<file path="src/rtl/mem_stage.sv">
// Memory-access stage: runs load/store req/ack transactions; non-memory ops pass the ALU result through.
// Latency: 1 cycle for non-memory/misaligned/illegal ops, 2+k cycles for memory ops with k wait cycles.
// Backpressure: waits in ACCESS for dmem_ack_i up to TIMEOUT_CYCLES request cycles, then faults.
module mem_stage #(
    parameter int MEM_STAGE      = 4,
    parameter int TIMEOUT_CYCLES = 255
) (
    input  logic        clk,
    input  logic        reset,
    input  logic [2:0]  stage_i,
    input  logic [4:0]  itype_i,
    input  logic [2:0]  funct3_i,
    input  logic [31:0] addr_i,
    input  logic [31:0] wdata_i,
    output logic        dmem_req_o,
    output logic        dmem_we_o,
    output logic [31:0] dmem_addr_o,
    output logic [3:0]  dmem_be_o,
    output logic [31:0] dmem_wdata_o,
    input  logic        dmem_ack_i,
    input  logic [31:0] dmem_rdata_i,
    output logic [31:0] wb_data_o,
    output logic        done_o,
    output logic        busy_o,
    output logic        misalign_o,
    output logic        fault_o
);

    // Shared one-hot instruction-class encodings; only loads and stores act here.
    localparam logic [4:0] ITYPE_LTYPE = 5'b00100;
    localparam logic [4:0] ITYPE_STYPE = 5'b01000;

    typedef enum logic [1:0] {IDLE, ACCESS, DONE} state_t;

    state_t      state, state_nxt;
    logic [2:0]  prev_stage;
    logic [7:0]  cnt, cnt_nxt;
    logic [1:0]  a_lo, a_lo_nxt;
    logic [2:0]  f3_q, f3_nxt;
    logic        st_q, st_nxt;

    logic        req_nxt, we_nxt, done_nxt, busy_nxt, mis_nxt, fault_nxt;
    logic [31:0] addr_nxt, wdata_nxt, wb_nxt;
    logic [3:0]  be_nxt;

    logic        trigger, is_ld, is_st, illegal, misaligned;

    // Pick the addressed byte/half out of the read word and extend it.
    function automatic logic [31:0] load_ext(input logic [31:0] w, input logic [1:0] a,
                                             input logic [2:0] f3);
        logic [7:0]  b;
        logic [15:0] h;
        case (a)
            2'd0:    b = w[7:0];
            2'd1:    b = w[15:8];
            2'd2:    b = w[23:16];
            default: b = w[31:24];
        endcase
        h = a[1] ? w[31:16] : w[15:0];
        case (f3)
            3'd0:    load_ext = {{24{b[7]}}, b};
            3'd4:    load_ext = {24'b0, b};
            3'd1:    load_ext = {{16{h[15]}}, h};
            3'd5:    load_ext = {16'b0, h};
            default: load_ext = w;
        endcase
    endfunction

    // Rising edge into the memory stage, decoded from the raw inputs.
    always_comb begin
        trigger    = (stage_i == 3'(MEM_STAGE)) && (prev_stage != 3'(MEM_STAGE));
        is_ld      = (itype_i == ITYPE_LTYPE);
        is_st      = (itype_i == ITYPE_STYPE);
        illegal    = (is_ld && (funct3_i == 3'd3 || funct3_i == 3'd6 || funct3_i == 3'd7))
                   || (is_st && (funct3_i > 3'd2));
        misaligned = ((funct3_i[1:0] == 2'b01) && addr_i[0])
                   || ((funct3_i[1:0] == 2'b10) && (addr_i[1:0] != 2'b00));
    end

    // State register.
    always_ff @(posedge clk) begin
        if (reset) state <= IDLE;
        else       state <= state_nxt;
    end

    // Next-state and next registered-output values; the request side holds its values
    // unless a new access starts, and status flags default low so they clear after DONE.
    always_comb begin
        state_nxt = state;
        req_nxt   = 1'b0;
        busy_nxt  = 1'b0;
        done_nxt  = 1'b0;
        mis_nxt   = 1'b0;
        fault_nxt = 1'b0;
        we_nxt    = dmem_we_o;
        addr_nxt  = dmem_addr_o;
        be_nxt    = dmem_be_o;
        wdata_nxt = dmem_wdata_o;
        wb_nxt    = wb_data_o;
        cnt_nxt   = cnt;
        a_lo_nxt  = a_lo;
        f3_nxt    = f3_q;
        st_nxt    = st_q;
        case (state)
            IDLE: begin
                if (trigger) begin
                    if (!(is_ld || is_st)) begin
                        state_nxt = DONE;
                        done_nxt  = 1'b1;
                        wb_nxt    = addr_i;
                    end else if (illegal) begin
                        state_nxt = DONE;
                        done_nxt  = 1'b1;
                        fault_nxt = 1'b1;
                        wb_nxt    = 32'b0;
                    end else if (misaligned) begin
                        state_nxt = DONE;
                        done_nxt  = 1'b1;
                        mis_nxt   = 1'b1;
                        wb_nxt    = 32'b0;
                    end else begin
                        state_nxt = ACCESS;
                        req_nxt   = 1'b1;
                        busy_nxt  = 1'b1;
                        we_nxt    = is_st;
                        addr_nxt  = {addr_i[31:2], 2'b00};
                        cnt_nxt   = 8'd0;
                        a_lo_nxt  = addr_i[1:0];
                        f3_nxt    = funct3_i;
                        st_nxt    = is_st;
                        be_nxt    = 4'b1111;
                        wdata_nxt = wdata_i;
                        if (is_st) begin
                            case (funct3_i[1:0])
                                2'd0: begin
                                    be_nxt    = 4'b0001 << addr_i[1:0];
                                    wdata_nxt = {4{wdata_i[7:0]}};
                                end
                                2'd1: begin
                                    be_nxt    = addr_i[1] ? 4'b1100 : 4'b0011;
                                    wdata_nxt = {2{wdata_i[15:0]}};
                                end
                                default: begin
                                    be_nxt    = 4'b1111;
                                    wdata_nxt = wdata_i;
                                end
                            endcase
                        end
                    end
                end
            end
            ACCESS: begin
                if (dmem_ack_i) begin
                    state_nxt = DONE;
                    done_nxt  = 1'b1;
                    wb_nxt    = st_q ? 32'b0 : load_ext(dmem_rdata_i, a_lo, f3_q);
                end else if (cnt == 8'(TIMEOUT_CYCLES - 1)) begin
                    state_nxt = DONE;
                    done_nxt  = 1'b1;
                    fault_nxt = 1'b1;
                    wb_nxt    = 32'b0;
                    cnt_nxt   = 8'd0;
                end else begin
                    req_nxt   = 1'b1;
                    busy_nxt  = 1'b1;
                    cnt_nxt   = cnt + 8'd1;
                end
            end
            default: begin
                state_nxt = IDLE;
            end
        endcase
    end

    // Registered outputs and latched transaction context.
    always_ff @(posedge clk) begin
        if (reset) begin
            prev_stage   <= 3'd0;
            cnt          <= 8'd0;
            a_lo         <= 2'd0;
            f3_q         <= 3'd0;
            st_q         <= 1'b0;
            dmem_req_o   <= 1'b0;
            dmem_we_o    <= 1'b0;
            dmem_addr_o  <= 32'b0;
            dmem_be_o    <= 4'b0;
            dmem_wdata_o <= 32'b0;
            wb_data_o    <= 32'b0;
            done_o       <= 1'b0;
            busy_o       <= 1'b0;
            misalign_o   <= 1'b0;
            fault_o      <= 1'b0;
        end else begin
            prev_stage   <= stage_i;
            cnt          <= cnt_nxt;
            a_lo         <= a_lo_nxt;
            f3_q         <= f3_nxt;
            st_q         <= st_nxt;
            dmem_req_o   <= req_nxt;
            dmem_we_o    <= we_nxt;
            dmem_addr_o  <= addr_nxt;
            dmem_be_o    <= be_nxt;
            dmem_wdata_o <= wdata_nxt;
            wb_data_o    <= wb_nxt;
            done_o       <= done_nxt;
            busy_o       <= busy_nxt;
            misalign_o   <= mis_nxt;
            fault_o      <= fault_nxt;
        end
    end

endmodule

</file>
<file path="config.mk">
export PLATFORM = sky130hd
export DESIGN_NAME = mem_stage
export DESIGN_NICKNAME = d
export VERILOG_FILES = /design/src/rtl/mem_stage.sv
export SDC_FILE = /design/constraint.sdc
export NUM_CORES = 1
export LEC_CHECK = 0
export ABC_CLOCK_PERIOD_IN_PS = 4300
export CORE_MARGIN = 10
export CORE_UTILIZATION = 49
export CTS_CLUSTER_DIAMETER = 50
export CTS_CLUSTER_SIZE = 8
export DETAILED_ROUTE_END_ITERATION = 16
export PLACE_DENSITY_LB_ADDON = 0.1
export SYNTH_ARGS = -nofsm -noshare
export SYNTH_HDL_FRONTEND = slang
export SYNTH_SLANG_ARGS = --single-unit
</file>
<file path="constraint.sdc">
create_clock -name clk -period 4.3 [get_ports clk]
set_input_delay 0.86 -clock clk [delete_from_list [all_inputs] [get_ports clk]]
set_output_delay 0.86 -clock clk [all_outputs]
set_load 0.02 [all_outputs]
</file>
==> results.yml, run 1 <==
floorplan:
  io_pins: 216
  rows: 41
  die-width_microns: 133
  die_height_microns: 133
  die_area_sq_um: 17700
  core_area_sq_um: 12600
  initial_utilization_pct: 49.7
logic_synthesis:
  synth-seq-area-share_pct: 38.8
  syn-instance-count: 736
  yosysWarnings: 0
  synthFlopType: "dfxtp_1"
  synthArstFlopShare_pct: 0
  netlist_area_sq_um: 6250
  ys_types: 57
  synth_edf_count: 0
  syn_area_per_cell_sq_um: 8.49
  ys_ff_latch: 121
min_path:
  hold_class: "flip-flop to flip-flop"
  hold_path_end: "dmem_wdata_o[28]"
  hold_depth: 2
  min_from: "dmem_wdata_o[28]"
global_route:
  overflow: 0
  grt_use_total_pct: 24.0
  antenna_found_initial: 0
  grt_pass1_wl_mm: 34.5
  grt_pass1_vias: 6342
  grt_start_max_net_pins: 62
worst_setup_path:
  arrival_ps: 3180
  required_ps: 4640
  r2r-end: "wb_data_o[7]"
  critical_path.slowest_cell: "and4_2"
  r2r_start: "f3_q[1]"
  crit_family: "buffers and inverters"
  path_cells: "clkdlybuf4s50_1 > buf_4 > o21a_1 > a31oi_2 > and4_2 > buf_12 > o211ai_1 > a21oi_1"
  path_max_fanout: 57
  startpoint_type: "primary input"
  ff2ff_path_depth: 5
  slowest_delay_ps: 530
  path_class: "primary input to flip-flop"
  crit_buf_inv: 3
  crit_path_end_kind: "flip-flop"
  regToRegSetupSlack_ps: 1600
timing:
  period_needed_ps: 2840
  slew_viol_final: 0
  rsz0062_at_grt: "no"
  fin_hold_ws_ps: 449
  max_slew_margin_pct: 23.8
  max_freq_mhz: 353
  hold_violations: 0
  finalClockSkew_ps: 6.09
  finalCritPeriodShare_pct: 66.0
  setup_viol: 0
  setup-tns-final_ps: 0
  worst-slew-pin-transition_ps: 1140
pwr:
  leakage_uw: 0.00288
  vdd_drop_max_mv: 0.217
  power_density_nw_per_um2: 330
place:
  numPortBuffers: 213
  dp_hpwl_mm: 15.8
  routabilityCongestion: 0.904
  place_area_sq_um: 8330
  placed_cells: 1063
clock_tree:
  cts_root_buf: "clkbuf_16"
  cts_buffers: 17
  cts_tree: "done"
  postCtsSetupRepairBufs: 0
  cts_sinks: 121
  clock_path_buffers: 2
  cts_max_level: 4
  clk_pin_slew_ps: 50
  cts_hold_buf: 0
  cts_resized: 0
  clk_latency_ps: 420
routing:
  routed_via_density: 5.80
  firstDrtPassIters: 5
  routedWlPerCell_microns: 19.9
  route.vias.total: 6352
  final_antenna_net_count: 0
  drtIter0Drc: 473
  wl_mm: 21.8
  drc: 0
run:
  drv_cap: 0
layout:
  final_cell_mix: "212 x clkdlybuf4s50_1, 151 x nand2_1, 121 x dfxtp_1"
  drive_gt1_share_pct: 12.9
  final_util_pct: 71.1
  n_antenna_cell: 0
  layout.cells.non_filler: 1095
  fillers: 1015
  layout_commonest_cell: "clkdlybuf4s50_1"
  num-nets-final: 1022
  stdcell_area_sq_um: 8930
  syn2layout_area_growth_pct: 42.9
run_status:
  status: "finished, final reports clean"
-- routing by layer --
layer / track usage [%] / routed length (microns) / up-vias / share of wire [%]
met5: 0 / 0 / - / 0
met4: 10.1 / 697 / 0 / 3.2
met3: 8.06 / 1750 / 45 / 8.0
met2: 38.7 / 10300 / 271 / 47
met1: 28.3 / 9070 / 3026 / 42
li1: - / - / 3010 / -
-- how the worst max path moves through the flow --
stage	endpoint	slack, ps	startpoint	cells after the start
3_5_place_dp	dmem_wdata_o[10]	1100	funct3_i[0]	8
6_report	dmem_wdata_o[15]	1460	funct3_i[0]	8
3_3_place_gp	wb_data_o[7]	1170	stage_i[1]	6
5_1_grt	wb_data_o[7]	1280	itype_i[1]	7
2_1_floorplan	wb_data_o[13]	1980	dmem_ack_i	8
4_1_cts	dmem_wdata_o[15]	1520	funct3_i[0]	8
-- synth_stat cells (13+ instances only) --
cell type  instances  area (sq um)
o211ai_1          26           195
buf_2             21           105
a21oi_1          106           531
a211oi_2          30           375
dfxtp_1          121          2420
inv_1             13          48.8
nand2b_1          21           131
nand2_1          151           567
a211oi_1          32           240
clkbuf_1          31           116
mux2_2            15           169
nor2_1            17          63.8
-- metrics by stage --
stage	setup WS, ps	power [uW]
detailed placement	1100	1520
CTS	1520	2960
global route	1280	3030
floorplan	1980	1340
finish	1460	2950
global placement	1170	1520
-- worst min-delay path: stages (launching register included) --
cell	delay [ps]
dfxtp_1	300
nand2_1	50
a21oi_1	50
-- power by group --
part | leakage, uW | switching [uW] | total [uW] | internal [uW]
sequential | 0.000979 | 13.4 | 1160 | 1140
combinational | 0.00161 | 166 | 347 | 181
clock | 0.000294 | 492 | 1440 | 952
total | 0.00288 | 671 | 2950 | 2280
-- cell families (layout without fill, tap and decap cells) --
family / Yosys count / count (layout) / share of synthesized area (%)
AND/OR/NAND/NOR: 248 / 248 / 18.9
buffers and inverters: 83 / 269 / 6.73
flip-flops: 121 / 121 / 38.8
XOR/XNOR: 1 / 1 / 0.140
other: 1 / 2 / 0.0600
AO/OA/AOI/OAI: 254 / 254 / 30.4
adder cells (fa/ha/maj): 2 / 2 / 0.400
multiplexers: 26 / 26 / 4.63
-- sequential cells by signal, indices dropped and copies added (netlist names) --
signal and cells:
dmem_wdata_o 32, wb_data_o 32, dmem_addr_o 30, cnt 8, dmem_be_o 4, f3_q 3, prev_stage 3, a_lo 2
state 2, busy_o 1, done_o 1, fault_o 1, misalign_o 1, st_q 1
-- area by class of cell --
type	count	area (sq um)	area share, %
clock buffer	24	482	5.39
tap	172	215	2.41
multi-input combinational	533	3420	38.3
sequential	121	2420	27.1
timing repair buffer	224	2220	24.9
inverter	13	48.8	0.546
clock inverter	8	118	1.32
No activity file was read; power rests on OpenSTA's default activity.
==> run 2, diff against run 1 <==
--- a/config.mk
+++ b/config.mk
@@ -5,9 +5,9 @@
 export SDC_FILE = /design/constraint.sdc
 export NUM_CORES = 1
 export LEC_CHECK = 0
-export ABC_CLOCK_PERIOD_IN_PS = 4300
+export ABC_CLOCK_PERIOD_IN_PS = 2800
 export CORE_MARGIN = 10
-export CORE_UTILIZATION = 49
+export CORE_UTILIZATION = 46
 export CTS_CLUSTER_DIAMETER = 50
 export CTS_CLUSTER_SIZE = 8
 export DETAILED_ROUTE_END_ITERATION = 16
==> constraint.sdc (replaced) <==
create_clock -name clk -period 2.8 [get_ports clk]
set_input_delay 0.56 -clock clk [delete_from_list [all_inputs] [get_ports clk]]
set_output_delay 0.56 -clock clk [all_outputs]
set_load 0.02 [all_outputs]
==> run 2 against run 1 <==
Effect of this change:
- combinational power is 57% higher
- largest power group unchanged
- wire length is 2.2% higher
- non-clock buffer count is 13 higher
- highest routed layer unchanged
- worst hold slack worse by 0.89 ps
- clock-buffer cell count is 1 higher
- sequential share of layout area is 0.22 points lower
- critical path type unchanged
- cell count is 1.3% higher
- utilization is 3.3 points lower
- via count is 0.31% lower
==> results.yml, run 2 (synthesized netlist as in run 1, its figures left out) <==
routing:
  drtIter0Drc: 412
  drc: 0
  routedWlPerCell_microns: 20.1
  firstDrtPassIters: 5
  route.vias.total: 6332
  wl_mm: 22.3
  wl_met1_mm: 9.33
  dr_wl_met3_mm: 1.86
  met2_wirelength_mm: 10.7
  final_antenna_net_count: 0
  routed_via_density: 5.71
  highest_layer: "met4"
timing:
  slew_viol_final: 0
  rsz0062_at_grt: "no"
  worst-slew-pin-transition_ps: 869
  finalClockSkew_ps: 5.62
  max_freq_mhz: 397
  setup-tns-final_ps: 0
  fin_hold_ws_ps: 448
  setup_viol: 0
  finalCritPeriodShare_pct: 90.0
  max_slew_margin_pct: 42.0
  hold_violations: 0
  period_needed_ps: 2520
run_status:
  status: "finished, final reports clean"
clock_tree:
  cts_resized: 0
  cts_hold_buf: 0
  postCtsSetupRepairBufs: 0
  clk_latency_ps: 410
  cts_buffers: 17
  cts_root_buf: "clkbuf_16"
  clk_pin_slew_ps: 50
  cts_max_level: 4
  cts_tree: "done"
  cts_sinks: 121
  clock_path_buffers: 2
global_route:
  antenna_found_initial: 0
  overflow: 0
  grt_use_total_pct: 23.3
  grt_pass1_wl_mm: 34.6
  grt_pass1_vias: 6335
  grt_start_max_net_pins: 59
layout:
  reg_top3: "dmem_wdata_o: 32 flops, wb_data_o: 32 flops, dmem_addr_o: 30 flops"
  drive_gt1_share_pct: 13.6
  num-nets-final: 1035
  layout_commonest_cell: "clkdlybuf4s50_1"
  final_cell_mix: "212 x clkdlybuf4s50_1, 151 x nand2_1, 121 x dfxtp_1"
  stdcell_area_sq_um: 9000
  n_antenna_cell: 0
  final_util_pct: 67.7
  syn2layout_area_growth_pct: 44.1
pwr:
  vdd_drop_max_mv: 0.516
  power.total_uw: 4300
  leakage_uw: 0.00293
  power_density_nw_per_um2: 478
floorplan:
  die_area_sq_um: 18600
  initial_utilization_pct: 47.0
  die-width_microns: 137
  die_height_microns: 137
  io_pins: 216
  core_area_sq_um: 13300
  rows: 42
place:
  place_area_sq_um: 8480
  numPortBuffers: 213
  dp_hpwl_mm: 16.4
  routabilityCongestion: 0.918
min_path:
  hold_class: "flip-flop to flip-flop"
worst_setup_path:
  path_class: "primary input to flip-flop"
  path_max_fanout: 17
  arrival_ps: 2840
  required_ps: 3110
  crit_path_end_kind: "flip-flop"
  startpoint_type: "primary input"
run:
  drv_cap: 0
==> run 2: path summary, 6_finish.rpt <==
path                   startpoint              end  slack, ps  depth (start not counted)
setup / recovery       itype_i[3]    wb_data_o[15]        280                          7
hold / removal    dmem_addr_o[10]  dmem_addr_o[10]        450                          2
setup reg to reg         state[1]    wb_data_o[31]        470                          5
hold reg to reg   dmem_addr_o[10]  dmem_addr_o[10]        450                          2
==> run 2: final cells by class <==
class | count | area (sq um)
Fill cell | 1102 | 4290
Multi-Input combinational cell | 533 | 3420
Sequential cell | 121 | 2420
Timing Repair Buffer | 237 | 2370
Clock buffer | 25 | 475
Tap cell | 176 | 220
Inverter | 13 | 48.8
Clock inverter | 4 | 45.0
==> run 2: routing by layer <==
metal  global-route usage (%)  up-vias
met2                     38.4      235
met4                     7.69        0
met1                     28.5     3035
met5                        0        -
li1                         -     3032
met3                     6.63       30
==> run 2: report_power, final <==
group | switching (uW) | internal [uW]
Combinational | 257 | 289
Clock | 733 | 1250
Sequential | 19.9 | 1760
Total | 1010 | 3290
==> run 2: metrics by stage <==
step           worst slack, ps  std cells
2_1_floorplan              784        737
5_1_grt                    222       1109
3_3_place_gp              11.9       1080
6_report                   279       1109
3_5_place_dp             -65.8       1080
4_1_cts                    308       1109
==> run 2: critical path: stages <==
cell and delay [ps]:
clkdlybuf4s50_1 430, xnor2_1 290, nor2_1 130, nor2_2 700, buf_4 310, a21oi_1 110, a211oi_2 280
